### src/rtl/fuzzy_pkg.sv
// Shared widths, captured-degree payload and FSM state type for the defuzzifier.
package fuzzy_pkg;

   localparam int unsigned DEG_W     = 8;
   localparam int unsigned NUM_W     = 18;
   localparam int unsigned DEN_W     = 10;
   localparam int unsigned PROD_W    = 2 * DEG_W;
   localparam int unsigned TERM_W    = 2;
   localparam int unsigned CNT_W     = 5;
   localparam int unsigned DIV_STEPS = NUM_W;

   typedef enum logic [1:0] {
      ST_IDLE,
      ST_ACC,
      ST_DIV,
      ST_DONE
   } state_t;

   // Degrees frozen at start so later input changes cannot leak into the result
   typedef struct packed {
      logic [DEG_W-1:0] mu0;
      logic [DEG_W-1:0] mu1;
      logic [DEG_W-1:0] mu2;
   } mu_vec_t;

endpackage

### src/rtl/defuzz_divisor.sv
// Serial restoring divider: one quotient bit per cycle, MSB first, pulses done when finished.
module defuzz_divisor
   import fuzzy_pkg::*;
(
   input  logic             clk,
   input  logic             rst_n,
   input  logic             i_load,
   input  logic [NUM_W-1:0] i_dividend,
   input  logic [DEN_W-1:0] i_divisor,
   output logic             o_done,
   output logic [NUM_W-1:0] o_quotient,
   output logic             o_zero
);

   logic [DEN_W-1:0] r_rem;
   logic [NUM_W-1:0] r_quo;
   logic [DEN_W-1:0] r_dvs;
   logic [CNT_W-1:0] r_cnt;
   logic             r_active;
   logic             r_done;
   logic             r_zero;

   logic [DEN_W:0]   w_shift;
   logic [DEN_W-1:0] w_diff;
   logic             w_ge;

   // Trial subtraction; remainder always fits DEN_W bits because it stays below the divisor
   always_comb begin
      w_shift = {r_rem, r_quo[NUM_W-1]};
      w_ge    = (w_shift >= {1'b0, r_dvs});
      w_diff  = DEN_W'(w_shift - {1'b0, r_dvs});
   end

   always_ff @(posedge clk or negedge rst_n) begin
      if (!rst_n) begin
         r_rem    <= '0;
         r_quo    <= '0;
         r_dvs    <= '0;
         r_cnt    <= '0;
         r_active <= 1'b0;
         r_done   <= 1'b0;
         r_zero   <= 1'b0;
      end else if (i_load) begin
         r_rem    <= '0;
         r_quo    <= i_dividend;
         r_dvs    <= i_divisor;
         r_cnt    <= CNT_W'(DIV_STEPS);
         r_active <= 1'b1;
         r_done   <= 1'b0;
         r_zero   <= (i_divisor == '0);
      end else if (r_active) begin
         r_rem    <= w_ge ? w_diff : w_shift[DEN_W-1:0];
         r_quo    <= {r_quo[NUM_W-2:0], w_ge};
         r_cnt    <= r_cnt - CNT_W'(1);
         r_active <= (r_cnt != CNT_W'(1));
         r_done   <= (r_cnt == CNT_W'(1));
      end else begin
         r_done   <= 1'b0;
      end
   end

   assign o_done     = r_done;
   assign o_quotient = r_quo;
   assign o_zero     = r_zero;

endmodule

### src/rtl/defuzzificador.sv
// Weighted-average defuzzifier over three output terms: shared-multiplier accumulate, then serial divide.
module defuzzificador
   import fuzzy_pkg::*;
#(
   parameter logic [DEG_W-1:0] C0 = 8'd0,
   parameter logic [DEG_W-1:0] C1 = 8'd128,
   parameter logic [DEG_W-1:0] C2 = 8'd255
) (
   input  logic             clk,
   input  logic             rst,
   input  logic [DEG_W-1:0] mu_0,
   input  logic [DEG_W-1:0] mu_1,
   input  logic [DEG_W-1:0] mu_2,
   input  logic             start,
   output logic [DEG_W-1:0] crisp,
   output logic             valid,
   output logic             busy,
   output logic             div_zero
);

   state_t            r_state;
   state_t            w_state_nxt;
   mu_vec_t           r_mu;
   logic [TERM_W-1:0] r_term;
   logic [NUM_W-1:0]  r_num;
   logic [DEN_W-1:0]  r_den;
   logic [DEG_W-1:0]  r_crisp;
   logic              r_valid;
   logic              r_busy;
   logic              r_div_zero;

   logic              w_capture;
   logic              w_acc_en;
   logic              w_load;
   logic              w_finish;
   logic [DEG_W-1:0]  w_mu_sel;
   logic [DEG_W-1:0]  w_c_sel;
   logic [PROD_W-1:0] w_prod;
   logic [NUM_W-1:0]  w_num_nxt;
   logic [DEN_W-1:0]  w_den_nxt;
   logic              w_div_done;
   logic [NUM_W-1:0]  w_quo;
   logic              w_zero;
   logic [DEG_W-1:0]  w_crisp_nxt;

   always_ff @(posedge clk or negedge rst) begin
      if (!rst) r_state <= ST_IDLE;
      else      r_state <= w_state_nxt;
   end

   always_comb begin
      w_state_nxt = r_state;
      w_capture   = 1'b0;
      w_acc_en    = 1'b0;
      w_load      = 1'b0;
      w_finish    = 1'b0;
      case (r_state)
         ST_IDLE: begin
            if (start) begin
               w_capture   = 1'b1;
               w_state_nxt = ST_ACC;
            end
         end
         ST_ACC: begin
            w_acc_en = 1'b1;
            if (r_term == TERM_W'(2)) begin
               w_load      = 1'b1;
               w_state_nxt = ST_DIV;
            end
         end
         ST_DIV: begin
            if (w_div_done) begin
               w_finish    = 1'b1;
               w_state_nxt = ST_DONE;
            end
         end
         ST_DONE:  w_state_nxt = ST_IDLE;
         default:  w_state_nxt = ST_IDLE;
      endcase
   end

   // One term per cycle through a single 8x8 multiplier
   always_comb begin
      w_mu_sel = r_mu.mu2;
      w_c_sel  = C2;
      case (r_term)
         TERM_W'(0): begin w_mu_sel = r_mu.mu0; w_c_sel = C0; end
         TERM_W'(1): begin w_mu_sel = r_mu.mu1; w_c_sel = C1; end
         default:    begin w_mu_sel = r_mu.mu2; w_c_sel = C2; end
      endcase
      w_prod    = w_mu_sel * w_c_sel;
      w_num_nxt = r_num + NUM_W'(w_prod);
      w_den_nxt = r_den + DEN_W'(w_mu_sel);
   end

   // Divider loads the completed sums on the same edge that adds the last term
   defuzz_divisor u_div (
      .clk        (clk),
      .rst_n      (rst),
      .i_load     (w_load),
      .i_dividend (w_num_nxt),
      .i_divisor  (w_den_nxt),
      .o_done     (w_div_done),
      .o_quotient (w_quo),
      .o_zero     (w_zero)
   );

   always_comb begin
      w_crisp_nxt = (|w_quo[NUM_W-1:DEG_W]) ? {DEG_W{1'b1}} : w_quo[DEG_W-1:0];
      if (w_zero) w_crisp_nxt = '0;
   end

   always_ff @(posedge clk or negedge rst) begin
      if (!rst) begin
         r_mu       <= '0;
         r_term     <= '0;
         r_num      <= '0;
         r_den      <= '0;
         r_crisp    <= '0;
         r_valid    <= 1'b0;
         r_busy     <= 1'b0;
         r_div_zero <= 1'b0;
      end else begin
         r_valid <= w_finish;
         if (w_capture) begin
            r_mu   <= '{mu0: mu_0, mu1: mu_1, mu2: mu_2};
            r_term <= '0;
            r_num  <= '0;
            r_den  <= '0;
            r_busy <= 1'b1;
         end
         if (w_acc_en) begin
            r_num  <= w_num_nxt;
            r_den  <= w_den_nxt;
            r_term <= r_term + TERM_W'(1);
         end
         if (w_finish) begin
            r_crisp    <= w_crisp_nxt;
            r_div_zero <= w_zero;
            r_busy     <= 1'b0;
         end
      end
   end

   assign crisp    = r_crisp;
   assign valid    = r_valid;
   assign busy     = r_busy;
   assign div_zero = r_div_zero;

endmodule

### config.mk
export PLATFORM = sky130hd
export DESIGN_NAME = defuzzificador
export DESIGN_NICKNAME = d
export VERILOG_FILES = /design/src/rtl/fuzzy_pkg.sv /design/src/rtl/defuzz_divisor.sv /design/src/rtl/defuzzificador.sv
export SDC_FILE = /design/constraint.sdc
export NUM_CORES = 1
export LEC_CHECK = 0
export BUFFER_PORTS_ARGS = -buffer_cell sky130_fd_sc_hd__buf_2
export CAP_MARGIN = 15
export CORE_MARGIN = 4
export CORE_UTILIZATION = 50
export CTS_CLUSTER_DIAMETER = 40
export DETAILED_ROUTE_END_ITERATION = 8
export HOLD_SLACK_MARGIN = 0.12
export PLACE_DENSITY = 0.73
export SLEW_MARGIN = 20
export SYNTH_ARGS = -nofsm -noshare
export SYNTH_HDL_FRONTEND = slang
export SYNTH_SLANG_ARGS = --single-unit
export TNS_END_PERCENT = 100
### constraint.sdc
create_clock -name clk -period 6.81 [get_ports clk]
set_input_delay 0.3405 -clock clk [delete_from_list [all_inputs] [get_ports clk]]
set_output_delay 0.3405 -clock clk [all_outputs]
set_load 0.02 [all_outputs]
## Word level (Yosys, flattened, before mapping)

Cells that the tools add are included.

| word-level totals | value |
|---|---|
| output and inout port bits | 11 |
| input bits | 27 |
| register bits after elaboration | 113 |

| operators by class | value |
|---|---|
| eq/ne operators | 10 |
| $lt $le $gt $ge | 1 |
| reduce and logical (&&, ||, !) cells | 8 |
| add/subtract/negate cells | 5 |
| mux-type cells | 34 |
| multiply operators | 1 |

Operators with widths:

| operator | count |
|---|---|
| $mux 18 | 4 |
| $mux 10 | 5 |
| $pmux 8 s2 | 2 |
| $add 18x16->18 | 1 |
| $mul 8x8->16 | 1 |
| $mux 8 | 2 |
| $mux 1 | 13 |
| $ge 11x10->1 | 1 |
| $add 10x8->10 | 1 |
| $logic_not 10->1 | 1 |
| $mux 2 | 5 |
| $mux 5 | 2 |
| $reduce_or 10->1 | 1 |
| $sub 10x10->10 | 1 |
| $pmux 2 s4 | 1 |
| $eq 2x2->1 const B | 3 |
| $reduce_bool 2->1 | 3 |
| $eq 5x1->1 const B | 1 |
| $ne 5x1->1 const B | 1 |
| $sub 5x1->5 const B | 1 |
| $eq 2x1->1 const B | 2 |
| $logic_not 2->1 | 2 |
| $ne 2x2->1 const B | 2 |
| $reduce_and 3->1 | 1 |
| 2 further kinds | 2 |

## Longest topological paths before layout

| logic depth | value |
|---|---|
| depth after elaboration | 5 |
| gate-level depth with buffers | 23 |

## Cells and area by module

A second synthesis with hierarchy kept.

| unflattened totals | value |
|---|---|
| cell total of the unflattened synthesis | 834 |
| area, all modules | 8226.6 um2 |

Modules (own cells, without submodules):

| module | sequential area each (um2) | times used | area each (um2) | cells an instance |
|---|---|---|---|---|
| defuzzificador | 1676.6 | 1 | 5661.7 | 571 |
| defuzz_divisor | 1151.1 | 1 | 2565.0 | 263 |

## Worst setup path after synthesis

OpenSTA, ideal clock, no wires.

| timing | value |
|---|---|
| path kind | register to register |
| start | register r_term[0] |
| end | register r_num[16] |
| buffers on the path | 1 |
| slack | 1.302 ns |
| data required time | 6.676 ns |
| stages on the path, launching flop included | 22 |
| library setup time | 0.134 ns |
| arrival time | 5.375 ns |
| cell sequence | dfrtp_1 inv_1 ha_1 clkbuf_1 nor2_1 and2_1 a221oi_1 nor2_1 fa_1 fa_1 fa_1 inv_1 fa_1 inv_1 ha_1 o21a_1 o21a_1 a2111oi_2 o41ai_1 xor2_1 nand2_1 o21ai_0 |

| between the ends | value |
|---|---|
| word-level cells in the longest chain between the ends | 5 |
| elaborated cells between the ends (all ways) | 7 |
| classes of those cells | add/sub: 1; mul: 1; eq/ne: 1; mux: 3; reduce/logical: 1 |

Ends and longest elaborated chain:

| item | RTL line | source |
|---|---|---|
| start, declared | defuzzificador.sv:24 | `logic [TERM_W-1:0] r_term;` |
| start signal, assigned | defuzzificador.sv:135 | `r_term <= r_term + TERM_W'(1);` |
| $eq 2x1->1 or $logic_not 2->1 (tied branches) | defuzzificador.sv:86 | `case (r_term)` |
| $pmux 8 s2 | defuzzificador.sv:86 |  |
| $mul 8x8->16 * | defuzzificador.sv:91 | `w_prod = w_mu_sel * w_c_sel;` |
| $add 18x16->18 * | defuzzificador.sv:92 | `w_num_nxt = r_num + NUM_W'(w_prod);` |
| $mux 18 * | defuzzificador.sv:132 | `if (w_acc_en) begin` |
| end signal, assigned | defuzzificador.sv:133 | `r_num <= w_num_nxt;` |
| end, declared | defuzzificador.sv:25 | `logic [NUM_W-1:0] r_num;` |

Mark *: on every way between the ends. The rest lies on a longest branch, timed or not.
A chain may end at the register's enable or synchronous reset.

## Worst setup path in the final report

| timing | value |
|---|---|
| start | register r_term[0] |
| end | register r_num[13] |

The elaborated chain is that of the path after synthesis.

==> impl_results.md <==
* Synth Instances at between 800 and 900
* Clk slew on worst S/H paths at 60 ps
* Unrepaired setup endpoints after global routing: no
* Hold_sp: mu_2[2]
* Max Freq at 0.1693 GHz
* Die W at approximately 130 µm
* Slowest cell on crit path: fa_1
* Register area share after synthesis at 35.18%
* # resized after CTS at 0
* Final Cycle Share at 86.74%
* Final hold violations at 0
* Post-CTS Setup Inserts at 0
* Worst Skew at 9.485 ps
* FFs w/ async S/R, synth at between 90% and 100%
* GRT Overall Usage at approximately a fifth
* Die Y at 134.8 µm
* Minimum clock period at 5907 ps
* WP buf/inv at 4
* WHS Endpoint: r_mu[2]$_DFFE_PN0P_
* Post-synth EDFFs at 0
* Critical path fanouts, max at 9
* Vias in the first global route at ~5600
* Initial antenna violation count at 0
* Slew @ Worst Pin at 859.4 ps
* Final TNS setup at 0 ps
* Ys flop type: dfrtp_1
* Final WL at roughly 16000 µm
* Post-synthesis register bit count at around 110
* Max-Slew Margin vs Limit at 42.71%
* Hold Path Class: input port to flip-flop
* Mean Syn Cell Area at slightly below 10 µm²
* Max stage delay on crit path at 540 ps
* CTS tree: yes
* Crit path cell chain: inv_1 -> ha_1 -> nor2_1 -> nand2_1 -> inv_1 -> a221o_1 -> nor2b_1 -> fa_1 -> fa_1 -> fa_1 -> inv_1 -> fa_1 -> inv_1 -> ha_1 -> or3_1 -> o21ai_0 -> o21bai_1 -> a21oi_1 -> xor2_1 -> mux2i_1
* Most frequent cell after synthesis: inv_1
* DRC viols at 0
* Starting Density at 50.79%
* Clk Latency, worst-skew pair at 420 ps
* Routed vias at 5596
* CP Data Required Time at 7080 ps
* Reg-to-reg startpoint: r_term[0]$_DFFE_PN0P_
* Post-synth top area share at 35.18%
* Syn nets at around 980
* Initial DRC Count at ~290
* Crit path DAT at approximately 6200 ps
* Root buf cell: clkbuf_16
* Hold Path Cell Cnt at 2
* Outcome: finished clean
* Clock buffer depth at 2
* Critical Path Start: r_term[0]$_DFFE_PN0P_
* H-Tree Level Count at 4
* Drt first pass iters at 6
* Yosys warning count at 0
* I/O Pins at 38
* Final Wtd Congestion at 0.8649
* Antenna viol nets, final at 0
* Die area at 18170 µm²
* Grt total ovfl at 0
* Layout cell share with drive strength beyond 1 at about 13%
* Top delay family on crit path: adder cells
* Number of diodes at 0
* Final setup violation count at 0
* Slew Viols, Final at 0
* Layout fillers at 1372
* Ranking of synthesized cells by area: dfrtp_1 35%, fa_1 13%, ha_1 10%, inv_1 6.0%, nand2_1 5.3%
* Endpoint type of the worst setup path: flip-flop
* DR WL/cell at 15.00 µm
* Flop2flop setup slack at 900 ps
* Synth area leader: dfrtp_1
* Mapped cell area at 8039 µm²
* Hold Buf Count CTS at 1
* Post-synthesis cell type count at 57
* Cell types with the highest counts after synthesis: 128 x inv_1, 113 x dfrtp_1, 113 x nand2_1
* First-pass GRT wire length at roughly 28000 µm
* # rows at 46
* Largest net degree at the start of global routing at 70
* Vias per inst at 5.125
* Cts bufs inserted at 17
* DP HPWL at 12300 µm
* Synth-to-Final Area Change at 12.47%
* Post-layout nets at 1009
* Cells on worst reg2reg path at 20
* Startpoint type of the worst setup path: flip-flop
* Core ar. at 15830 µm²
* Port buffer count at 37
* Crit Path Class: flip-flop to flip-flop
* RR Endpoint: r_num[13]$_DFFE_PN0P_
* Total of max-cap violations at 0
* Clock sink count at 113
[layout make-up]
cell class | count | area [µm²] | area share [%]
Multi-Input combinational cell | 560 | 4614 | 51.04
Clock buffer | 19 | 452.9 | 5.010
Sequential cell | 113 | 2828 | 31.28
Inverter | 128 | 480.5 | 5.314
Timing Repair Buffer | 43 | 235.2 | 2.602
Clock inverter | 13 | 160.2 | 1.771
Tap cell | 216 | 270.3 | 2.989
[stage by stage]
step	cell area, µm²	hold WS [ps]	utilization, %	worst slack, ps	instances
detailed placement	8418	384.6	53.19	890.4	1059
global route	9041	145.9	57.12	468.2	1092
floorplan	8039	44.91	-	1302	830
CTS	9041	130.4	57.12	897.3	1092
global placement	8418	380.4	53.19	1033	1059
finish	9041	149.9	57.12	903.1	1092
[worst max-delay path by stage]
stage | end | cells past startpoint
after floorplan | r_num[16]$_DFFE_PN0P_ | 21
final | r_num[13]$_DFFE_PN0P_ | 20
after global placement | r_num[16]$_DFFE_PN0P_ | 21
after detailed placement | r_num[13]$_DFFE_PN0P_ | 20
after global routing | r_num[13]$_DFFE_PN0P_ | 20
after CTS | r_num[13]$_DFFE_PN0P_ | 20
[sequential cells by signal (all words and copies together), names as in the netlist, 2 cells and up]
register and count:
crisp 8, r_state 2, r_term 2, r_mu 24
u_div.r_dvs 10, u_div.r_cnt 5, r_num 18, u_div.o_quotient 18
u_div.r_rem 10, r_den 10
[routing by layer]
metal	GRT usage, %	vias to the layer above	share of wire (%)
li1	-	2804	-
met1	27.51	2659	48
met2	29.63	111	46
met3	4.285	22	4.6
met4	5.769	0	1.6
met5	0	-	0
[kinds of logic after synthesis]
family | synth area share, %
mux | 6.864
buf+inv | 7.486
simple gates | 10.54
compound gates | 13.40
xor+xnor | 3.160
flops | 35.18
fa+ha+maj | 23.38
[layout by cell type (no fill, tap or decap), drive strengths merged, types with 3 or more instances in the layout]
| master | count |
|---|---|
| nor2 | 37 |
| ha | 67 |
| nor4 | 4 |
| nand3 | 5 |
| dfrtp | 113 |
| a211oi | 6 |
| nor3 | 4 |
| mux2 | 25 |
| and2 | 4 |
| clkbuf | 19 |
| mux2i | 27 |
| nand2b | 4 |
| or3 | 4 |
| bufinv | 3 |
| clkinvlp | 5 |
| o21a | 8 |
| inv | 129 |
| o21ai | 74 |
| xor2 | 8 |
| o21bai | 4 |
| o211ai | 3 |
| buf | 42 |
| nor2b | 12 |
| fa | 52 |
| a221o | 7 |
| nand2 | 113 |
| o31ai | 9 |
| a21o | 4 |
| clkinv | 4 |
| a21oi | 32 |
| xnor2 | 21 |
Power is not shown: default switching activity piles up to over one toggle a cycle in this logic, so the estimate is an artifact.
